File: src/rtl/hazard_controller.sv
// hazard_controller
//   Pipeline hazard unit for a 5-stage in-order core. It detects load-use
//   hazards, flushes after a taken branch and freezes the pipe while a
//   data-memory request is outstanding. A sticky error flag sets if the
//   memory request stays unanswered too long.
//
// Parameters
//   FLUSH_CYCLES  cycles ifid_flush/idex_bubble stay high per taken branch (1-3)
//   MEM_TIMEOUT   unanswered freeze cycles before mem_err sets (1-255)
//
// Ports
//   clk, reset            clock, asynchronous active-high reset
//   id_opcode/rs1/rs2     IF/ID instruction fields
//   ex_mem_read, ex_rd    load indication / destination of ID/EX instruction
//   ex_branch_taken       branch in EX resolved taken
//   mem_req, mem_ready    MEM-stage handshake (req & !ready = freeze)
//   pc_write, ifid_write  PC / IF/ID update enables
//   ifid_flush            IF/ID clear to NOP
//   idex_bubble           zero control into ID/EX
//   exmem_hold            hold EX/MEM and MEM/WB
//   mem_err               sticky memory timeout
//   state_o               0 RUN, 1 LSTALL, 2 FLUSH
//   stall_cnt, flush_cnt  event counters, only with HAZARD_PERF_CNT_EN defined
module hazard_controller #(
  parameter int unsigned FLUSH_CYCLES = 1,
  parameter int unsigned MEM_TIMEOUT  = 255
) (
  input  logic       clk,
  input  logic       reset,
  input  logic [6:0] id_opcode,
  input  logic [4:0] id_rs1,
  input  logic [4:0] id_rs2,
  input  logic       ex_mem_read,
  input  logic [4:0] ex_rd,
  input  logic       ex_branch_taken,
  input  logic       mem_req,
  input  logic       mem_ready,
  output logic       pc_write,
  output logic       ifid_write,
  output logic       ifid_flush,
  output logic       idex_bubble,
  output logic       exmem_hold,
  output logic       mem_err,
  output logic [1:0] state_o
`ifdef HAZARD_PERF_CNT_EN
  ,
  output logic [15:0] stall_cnt,
  output logic [15:0] flush_cnt
`endif
);

  localparam logic [1:0] ST_RUN    = 2'd0;
  localparam logic [1:0] ST_LSTALL = 2'd1;
  localparam logic [1:0] ST_FLUSH  = 2'd2;

  localparam logic [1:0] FLUSH_INIT = 2'(FLUSH_CYCLES - 1);
  localparam logic [7:0] TIMEOUT    = 8'(MEM_TIMEOUT);

  logic [1:0] state_q, state_d;
  logic [1:0] fcnt_q, fcnt_d;
  logic [7:0] tcnt_q, tcnt_d;
  logic       mem_err_q, mem_err_d;
  logic       flush_prev_q, flush_prev_d;
  logic       bub_prev_q, bub_prev_d;

  logic freeze, rs1_used, rs2_used, hazard;
  logic pc_c, ifw_c, flush_c, bub_c, hold_c;

  assign freeze = mem_req & ~mem_ready;

  always_comb begin
    rs1_used = 1'b0;
    rs2_used = 1'b0;
    case (id_opcode)
      7'b0110011, 7'b0100011, 7'b1100011: begin
        rs1_used = 1'b1;
        rs2_used = 1'b1;
      end
      7'b0000011, 7'b0010011: rs1_used = 1'b1;
      default: ;
    endcase
  end

  assign hazard = ex_mem_read & (ex_rd != 5'd0) &
                  ((rs1_used & (ex_rd == id_rs1)) | (rs2_used & (ex_rd == id_rs2)));

  always_comb begin
    state_d   = state_q;
    fcnt_d    = fcnt_q;
    pc_c      = 1'b1;
    ifw_c     = 1'b1;
    flush_c   = 1'b0;
    bub_c     = 1'b0;
    hold_c    = 1'b0;
    // Counter saturates so a long freeze with MEM_TIMEOUT=255 cannot wrap.
    tcnt_d    = freeze ? ((tcnt_q == 8'hFF) ? tcnt_q : tcnt_q + 8'd1) : 8'd0;
    mem_err_d = mem_err_q | (tcnt_q == TIMEOUT);

    if (freeze) begin
      // Everything holds; flush/bubble repeat whatever they showed last cycle.
      pc_c    = 1'b0;
      ifw_c   = 1'b0;
      hold_c  = 1'b1;
      flush_c = flush_prev_q;
      bub_c   = bub_prev_q;
    end else if (ex_branch_taken) begin
      flush_c = 1'b1;
      bub_c   = 1'b1;
      if (FLUSH_CYCLES > 1) begin
        state_d = ST_FLUSH;
        fcnt_d  = FLUSH_INIT;
      end else begin
        state_d = ST_RUN;
        fcnt_d  = 2'd0;
      end
    end else begin
      case (state_q)
        ST_FLUSH: begin
          flush_c = 1'b1;
          bub_c   = 1'b1;
          if (fcnt_q <= 2'd1) begin
            state_d = ST_RUN;
            fcnt_d  = 2'd0;
          end else begin
            fcnt_d = fcnt_q - 2'd1;
          end
        end
        ST_LSTALL: state_d = ST_RUN;
        default: begin
          if (hazard) begin
            pc_c    = 1'b0;
            ifw_c   = 1'b0;
            bub_c   = 1'b1;
            state_d = ST_LSTALL;
          end
        end
      endcase
    end

    flush_prev_d = flush_c;
    bub_prev_d   = bub_c;
  end

  always_ff @(posedge clk or posedge reset) begin
    if (reset) begin
      state_q      <= ST_RUN;
      fcnt_q       <= 2'd0;
      tcnt_q       <= 8'd0;
      mem_err_q    <= 1'b0;
      flush_prev_q <= 1'b0;
      bub_prev_q   <= 1'b0;
    end else begin
      state_q      <= state_d;
      fcnt_q       <= fcnt_d;
      tcnt_q       <= tcnt_d;
      mem_err_q    <= mem_err_d;
      flush_prev_q <= flush_prev_d;
      bub_prev_q   <= bub_prev_d;
    end
  end

  // Reset forces the pipe into a flushed, non-advancing condition.
  assign pc_write    = reset ? 1'b0 : pc_c;
  assign ifid_write  = reset ? 1'b0 : ifw_c;
  assign ifid_flush  = reset ? 1'b1 : flush_c;
  assign idex_bubble = reset ? 1'b1 : bub_c;
  assign exmem_hold  = reset ? 1'b0 : hold_c;
  assign mem_err     = mem_err_q;
  assign state_o     = state_q;

`ifdef HAZARD_PERF_CNT_EN
  logic [15:0] stall_cnt_q, flush_cnt_q;
  logic        stall_evt, flush_evt;

  assign stall_evt = ~freeze & ~ex_branch_taken & (state_q == ST_RUN) & hazard;
  assign flush_evt = ~freeze & ex_branch_taken;

  always_ff @(posedge clk or posedge reset) begin
    if (reset) begin
      stall_cnt_q <= 16'd0;
      flush_cnt_q <= 16'd0;
    end else begin
      if (stall_evt && stall_cnt_q != 16'hFFFF) stall_cnt_q <= stall_cnt_q + 16'd1;
      if (flush_evt && flush_cnt_q != 16'hFFFF) flush_cnt_q <= flush_cnt_q + 16'd1;
    end
  end

  assign stall_cnt = stall_cnt_q;
  assign flush_cnt = flush_cnt_q;
`endif

endmodule

File: config.mk
export PLATFORM = sky130hd
export DESIGN_NAME = hazard_controller
export DESIGN_NICKNAME = d
export VERILOG_FILES = /design/src/rtl/hazard_controller.sv
export SDC_FILE = /design/constraint.sdc
export NUM_CORES = 1
export LEC_CHECK = 0
export ABC_AREA = 1
export BUFFER_PORTS_ARGS = -buffer_cell sky130_fd_sc_hd__buf_2
export CORE_MARGIN = 2
export CORE_UTILIZATION = 42
export CTS_CLUSTER_DIAMETER = 120
export DETAILED_ROUTE_END_ITERATION = 8
export GPL_ROUTABILITY_DRIVEN = 0
export PLACE_DENSITY = 0.74
export SYNTH_ARGS = -nofsm -noshare
export SYNTH_HDL_FRONTEND = slang
export SYNTH_SLANG_ARGS = --single-unit
File: constraint.sdc
create_clock -name clk -period 1.2 [get_ports clk]
set_clock_uncertainty 0.05 [all_clocks]
set_input_delay 0.06 -clock clk [delete_from_list [all_inputs] [get_ports clk]]
set_output_delay 0.06 -clock clk [all_outputs]
set_load 0.01 [all_outputs]
Word-level counts from Yosys, hierarchy flattened. Index checks and enable logic that the tools add are counted.

Add/subtract/negate cells: 2. Mux-type cells: 27. Bitwise logic cells: 9. Reductions and logical operators: 8. Eq/ne operators: 12. $lt $le $gt $ge: 1.

Operator list (number): 2-to-1 mux 1 bit (17); 2-to-1 mux 8 bit (2); == test 7 x 6 -> 1 bit, second input constant (2); 2-to-1 mux 2 bit (6); == test 5 bit (2); adder 8 x 1 -> 8 bit, second input constant (1); == test 8 bit, second input constant (1); == test 7 x 2 -> 1 bit, second input constant (1); == test 7 x 5 -> 1 bit, second input constant (1); == test 7 bit, second input constant (1); bitwise AND 1 bit (5); nonzero test 5 bit (1); OR reduction 5 bit (1); case mux 2 bit (2 select lines) (1); nonzero test 4 bit (1); != test 3 bit, second input constant (1); AND reduction 3 bit (1); OR reduction 3 bit (1); == test 2 x 1 -> 1 bit, second input constant (1); == test 2 bit, second input constant (1); <= comparator 2 x 1 -> 1 bit, second input constant (1); != test 2 bit, second input constant (1); inverter 1 bit (2); bitwise OR 1 bit (2); other kinds (5) (5).

Register bits: 15. Logic and storage cells: 65. Input bits: 28.

Logic depth before layout (Yosys ltp).
Depth after elaboration: 11. Mapped depth: 10.

Worst setup path after synthesis. Ideal clock, no wire load.

Kind: register to register. Start: register tcnt_q[0]. End: register tcnt_q[5]. Cell stages (with the launch flop): 7. Clock period less this slack: 1.339 ns. Setup slack: -0.139 ns. Arrival: 1.216 ns. Buffers on the path: 0. Setup time: 0.073 ns. Path through: dfrtp_1 ha_1 nand3_2 nor3_4 nand2_4 a21oi_1 a21boi_2.

Longest elaborated chain between the ends: 3. Elaborated cells between the ends (all ways): 5.

Ends and longest elaborated chain: from (decl) (RTL line 61) `logic [7:0] tcnt_q, tcnt_d;`; from (signal assigned) (RTL line 155) `tcnt_q <= tcnt_d;`; adder 8 x 1 -> 8 bit (RTL line 96) `tcnt_d = freeze ? ((tcnt_q == 8'hFF) ? tcnt_q : tcnt_q + 8'd1) : 8'd0;`; 2-to-1 mux 8 bit (2 in series) (RTL line 96).

Several ways; a longest one is shown, not always the timed one. The select of a mux whose other input is x is not followed. A chain may end at the register's enable or synchronous reset.

Worst setup path after layout.
Start: register state_q[0], in the netlist state_o[0]. End: output port idex_bubble.

Longest elaborated chain between the ends: 5. Elaborated cells between the ends (all ways): 6.

Ends and longest elaborated chain: from (decl) (RTL line 59) `logic [1:0] state_q, state_d;`; from (signal assigned) (RTL line 153) `state_q <= state_d;`; == test 2 x 1 -> 1 bit or == test 2 bit (tied branches) (RTL line 117) `case (state_q)`; case mux 1 bit (2 select lines) * (RTL line 117); 2-to-1 mux 1 bit * (RTL line 106) `end else if (ex_branch_taken) begin`; 2-to-1 mux 1 bit * (RTL line 99) `if (freeze) begin`; 2-to-1 mux 1 bit * (RTL line 166) `assign idex_bubble = reset ? 1'b1 : bub_c;`; to (decl) (RTL line 41) `output logic idex_bubble,`.

Every way passes the cells marked *; elsewhere a longest branch is shown, timed or not.

==> impl_metrics.csv <==
group,metric,value,unit
run_status,run_status,"complete, but fails checks",
run_status,violated_checks,"negative setup slack",
clock_network,path_clk_slew,80,ps
final_layout,nNetsFinal,211,
routing,drt_pre_antenna_iters,4,
floorplan,design.core.area,1960,sq um
floorplan,initial_utilization,0.441,
routing,route.detailed.vias_per_inst,4.56,
final_layout,synthToLayoutAreaGrowth,47.4,%
clock_network,tritoncts_clock_tree,"done",
grt,global_route.usage.total,0.186,
final_layout,layout.cells.most_common_list,"39 x sky130_fd_sc_hd__nand2_1, 34 x sky130_fd_sc_hd__buf_2, 17 x sky130_fd_sc_hd__inv_1, 14 x sky130_fd_sc_hd__nor2_1, 12 x sky130_fd_sc_hd__dfrtp_1",
worst_setup_path,critical_path.n_buffers_inverters,2,
synth,async_reset_ff_frac,1.00,
worst_setup_path,critical_setup_path_kind,"reg2out",
worst_setup_path,critical_path.slowest_cell,"sky130_fd_sc_hd__dfrtp_1",
worst_setup_path,worstSetupStartpointType,"flip-flop",
sta,period_share,1.26,
grt,grt_pass1_vias,863,
synth,portion_of_the_post_synthesis_area_used_by_sequential_elements,0.347,
routing,detailed_router_s_first_iteration_violation_count,22,
flow_run,cap_viol_max_count,0,
synth,synth_nets,160,
clock_network,cts_bufs_inserted,3,
clock_network,cts_buffer_depth,2,
final_layout,multi_input_area,514,sq um
floorplan,rows,16,
sta,max_freq,663,MHz
sta,hold_viol,0,
final_layout,layout.cells.most_common,"sky130_fd_sc_hd__nand2_1",
floorplan,die_y,49.4,um
final_layout,antenna_cells,0,
worst_setup_path,critPathTopFamily,"simple AND/OR/NAND/NOR gates",
routing,routed-via-count,948,
final_layout,layout.area.seq,300,sq um
worst_setup_path,timing.critical_path.slowest_cell_delay,390,ps
sta,timing_max_transition_violations_final,0,
synth,synth-main-ff-cell,"sky130_fd_sc_hd__dfrtp_1",
worst_setup_path,timing.critical_path.required,1090,ps
clock_network,level_count_of_the_clock_h_tree,1,
sta,setup_viol,12,
placement,hpwlAfterDp,1.59,mm
sta,timing.setup.tns,-2640,ps
routing,drt-wirelength-per-cell,10.1,um
grt,initial_antenna_violation_count,0,
synth,synth.yosys.warnings,0,
synth,post_synth_main_area_contributors,"sky130_fd_sc_hd__dfrtp_1 35%, sky130_fd_sc_hd__nand2_1 17%, sky130_fd_sc_hd__inv_1 7.4%",
worst_setup_path,critical_path.cell_chain,"inv_1 -> nand2_1 -> nand3b_1 -> nor2_2 -> nand2_1 -> nand2_1 -> nand2_1 -> nand2_1 -> buf_2",
worst_setup_path,timing.critical_path.arrival,1400,ps
synth,synth_largest_type_area_fraction,0.347,
worst_setup_path,most_common_cell_on_crit_path,"sky130_fd_sc_hd__nand2_1",
grt,first_pass_grt_wire_length,3.50,mm
synth,netlist-cell-type-count,26,
grt,largest_net_degree_at_the_start_of_global_routing,11,
routing,finalWirelength,2.09,mm
sta,unrepaired_setup_endpoints_after_global_routing,"yes",
grt,global_route_overflow,0,
synth,synth-edff-count,0,
synth,syn_area,866,sq um
final_layout,fraction_of_final_layout_cells_sized_beyond_drive_strength_1,0.420,
routing,drcViolationCount,0,
placement,buffer_ports.inserted,34,
synth,synth.ff_latch_count,12,
final_layout,fillerInstances,192,
power,p_leak,0.000744,uW
final_layout,layout.cell_area.non_filler,1280,sq um
floorplan,chipWidth,49.4,um
sta,post-route-min-period,1510,ps
clock_network,worstSkewPairLatency,270,ps
synth,netlist_instances,131,
floorplan,boundaryPins,36,
placement,instance_area_at_placement,1130,sq um
worst_setup_path,critical_path.endpoint_type,"output pin",
power,power-per-cell-area,732,nW/um^2
synth,synth_area_leader_cell,"sky130_fd_sc_hd__dfrtp_1",
clock_network,cts_root_buf,"sky130_fd_sc_hd__clkbuf_4",
floorplan,die-area,2440,sq um
worst_setup_path,maximum_fanout_along_the_worst_path,3,
sta,pnr_worst_setup_slack,-309,ps
min_path,worstHoldPathType,"in2reg",
routing,drt.antenna.violating_nets,0,
synth,synth.avg_cell_area,6.61,sq um
clock_network,tritoncts_num_sinks,12,
power,worst_ir_drop_vdd,601,uV
cell type report:
cell class,instances,area share
Multi-Input combinational cell,92,0.403
Sequential cell,12,0.235
Timing Repair Buffer,48,0.229
Inverter,25,0.0775
Clock buffer,4,0.0284
Tap cell,27,0.0265
cells by family after synthesis:
logic type	synth area share
AND/OR/NAND/NOR	0.390
buffers and inverters	0.129
AO/OA/AOI/OAI	0.0954
flip-flops	0.347
XOR/XNOR	0.0202
adder cells (fa/ha/maj)	0.0144
other	0.00433
per-stage QoR:
stage	setup WS, ps	instances	power [uW]	utilization	hold slack (ps)
final	-309	208	934	0.651	28.4
after floorplan	-135	131	522	-	-111
after global placement	-80.5	200	601	0.578	-82.3
after detailed placement	-131	200	607	0.578	-82.6
after global routing	-433	208	1010	0.651	44.3
after CTS	-310	206	932	0.631	26.1
flip-flops by register name, indices dropped and copies added, names as in the netlist:
name and flops:
bub_prev_q 1, flush_prev_q 1, mem_err 1, state_o 1, tcnt_q 8
synth_stat cells, types with 2 or more instances:
master                    count
sky130_fd_sc_hd__a21oi_1      3
sky130_fd_sc_hd__nor2_2       2
sky130_fd_sc_hd__inv_2        6
sky130_fd_sc_hd__nor2_1      16
sky130_fd_sc_hd__nand2_1     39
sky130_fd_sc_hd__xnor2_1      2
sky130_fd_sc_hd__buf_4        2
sky130_fd_sc_hd__o21ai_0      5
sky130_fd_sc_hd__inv_1       17
sky130_fd_sc_hd__nand3_1      8
sky130_fd_sc_hd__a31oi_1      3
sky130_fd_sc_hd__dfrtp_1     12
sky130_fd_sc_hd__nor3_1       2
sky130_fd_sc_hd__nand3_2      2
tightest hold or removal path, cell delays in order:
cell and delay, ps:
sky130_fd_sc_hd__buf_2 90, sky130_fd_sc_hd__nor2_1 60, sky130_fd_sc_hd__nor2_1 90
worst paths after layout:
path	cells past startpoint	slack [ps]	startpoint	endpoint
min in group asynchronous	3	210	reset	bub_prev_q
setup reg to reg	6	-280	tcnt_q[0]	tcnt_q[5]
max in group asynchronous	4	530	reset	tcnt_q[1]
setup / recovery	9	-310	state_o[0]	idex_bubble
hold reg to reg	1	420	mem_err	mem_err
hold / removal	3	30	ex_branch_taken	flush_prev_q
repair_timing:
item | CTS | global route
pin swaps | 7 | 7
resized for setup | 11 | 7
endpoints found under the hold margin | 12 | 0
buffers inserted | 1 | 4
hold buffers | 1 | 0
setup endpoints to repair | 12 | 13
report_power, final:
part / switching (uW) / internal, uW
sequential: 5.15 / 413
combinational: 105 / 87.7
clock: 140 / 184
metal layers:
| metal | vias to the layer above | global-route usage | share of wire |
|---|---|---|---|
| met5 | - | 0 | 0 |
| met4 | 0 | 0.0833 | 0.018 |
| met3 | 4 | 0.0276 | 0.047 |
| met2 | 27 | 0.318 | 0.51 |
| met1 | 414 | 0.231 | 0.42 |
| li1 | 503 | - | - |
(Power assumes the default switching activity.)
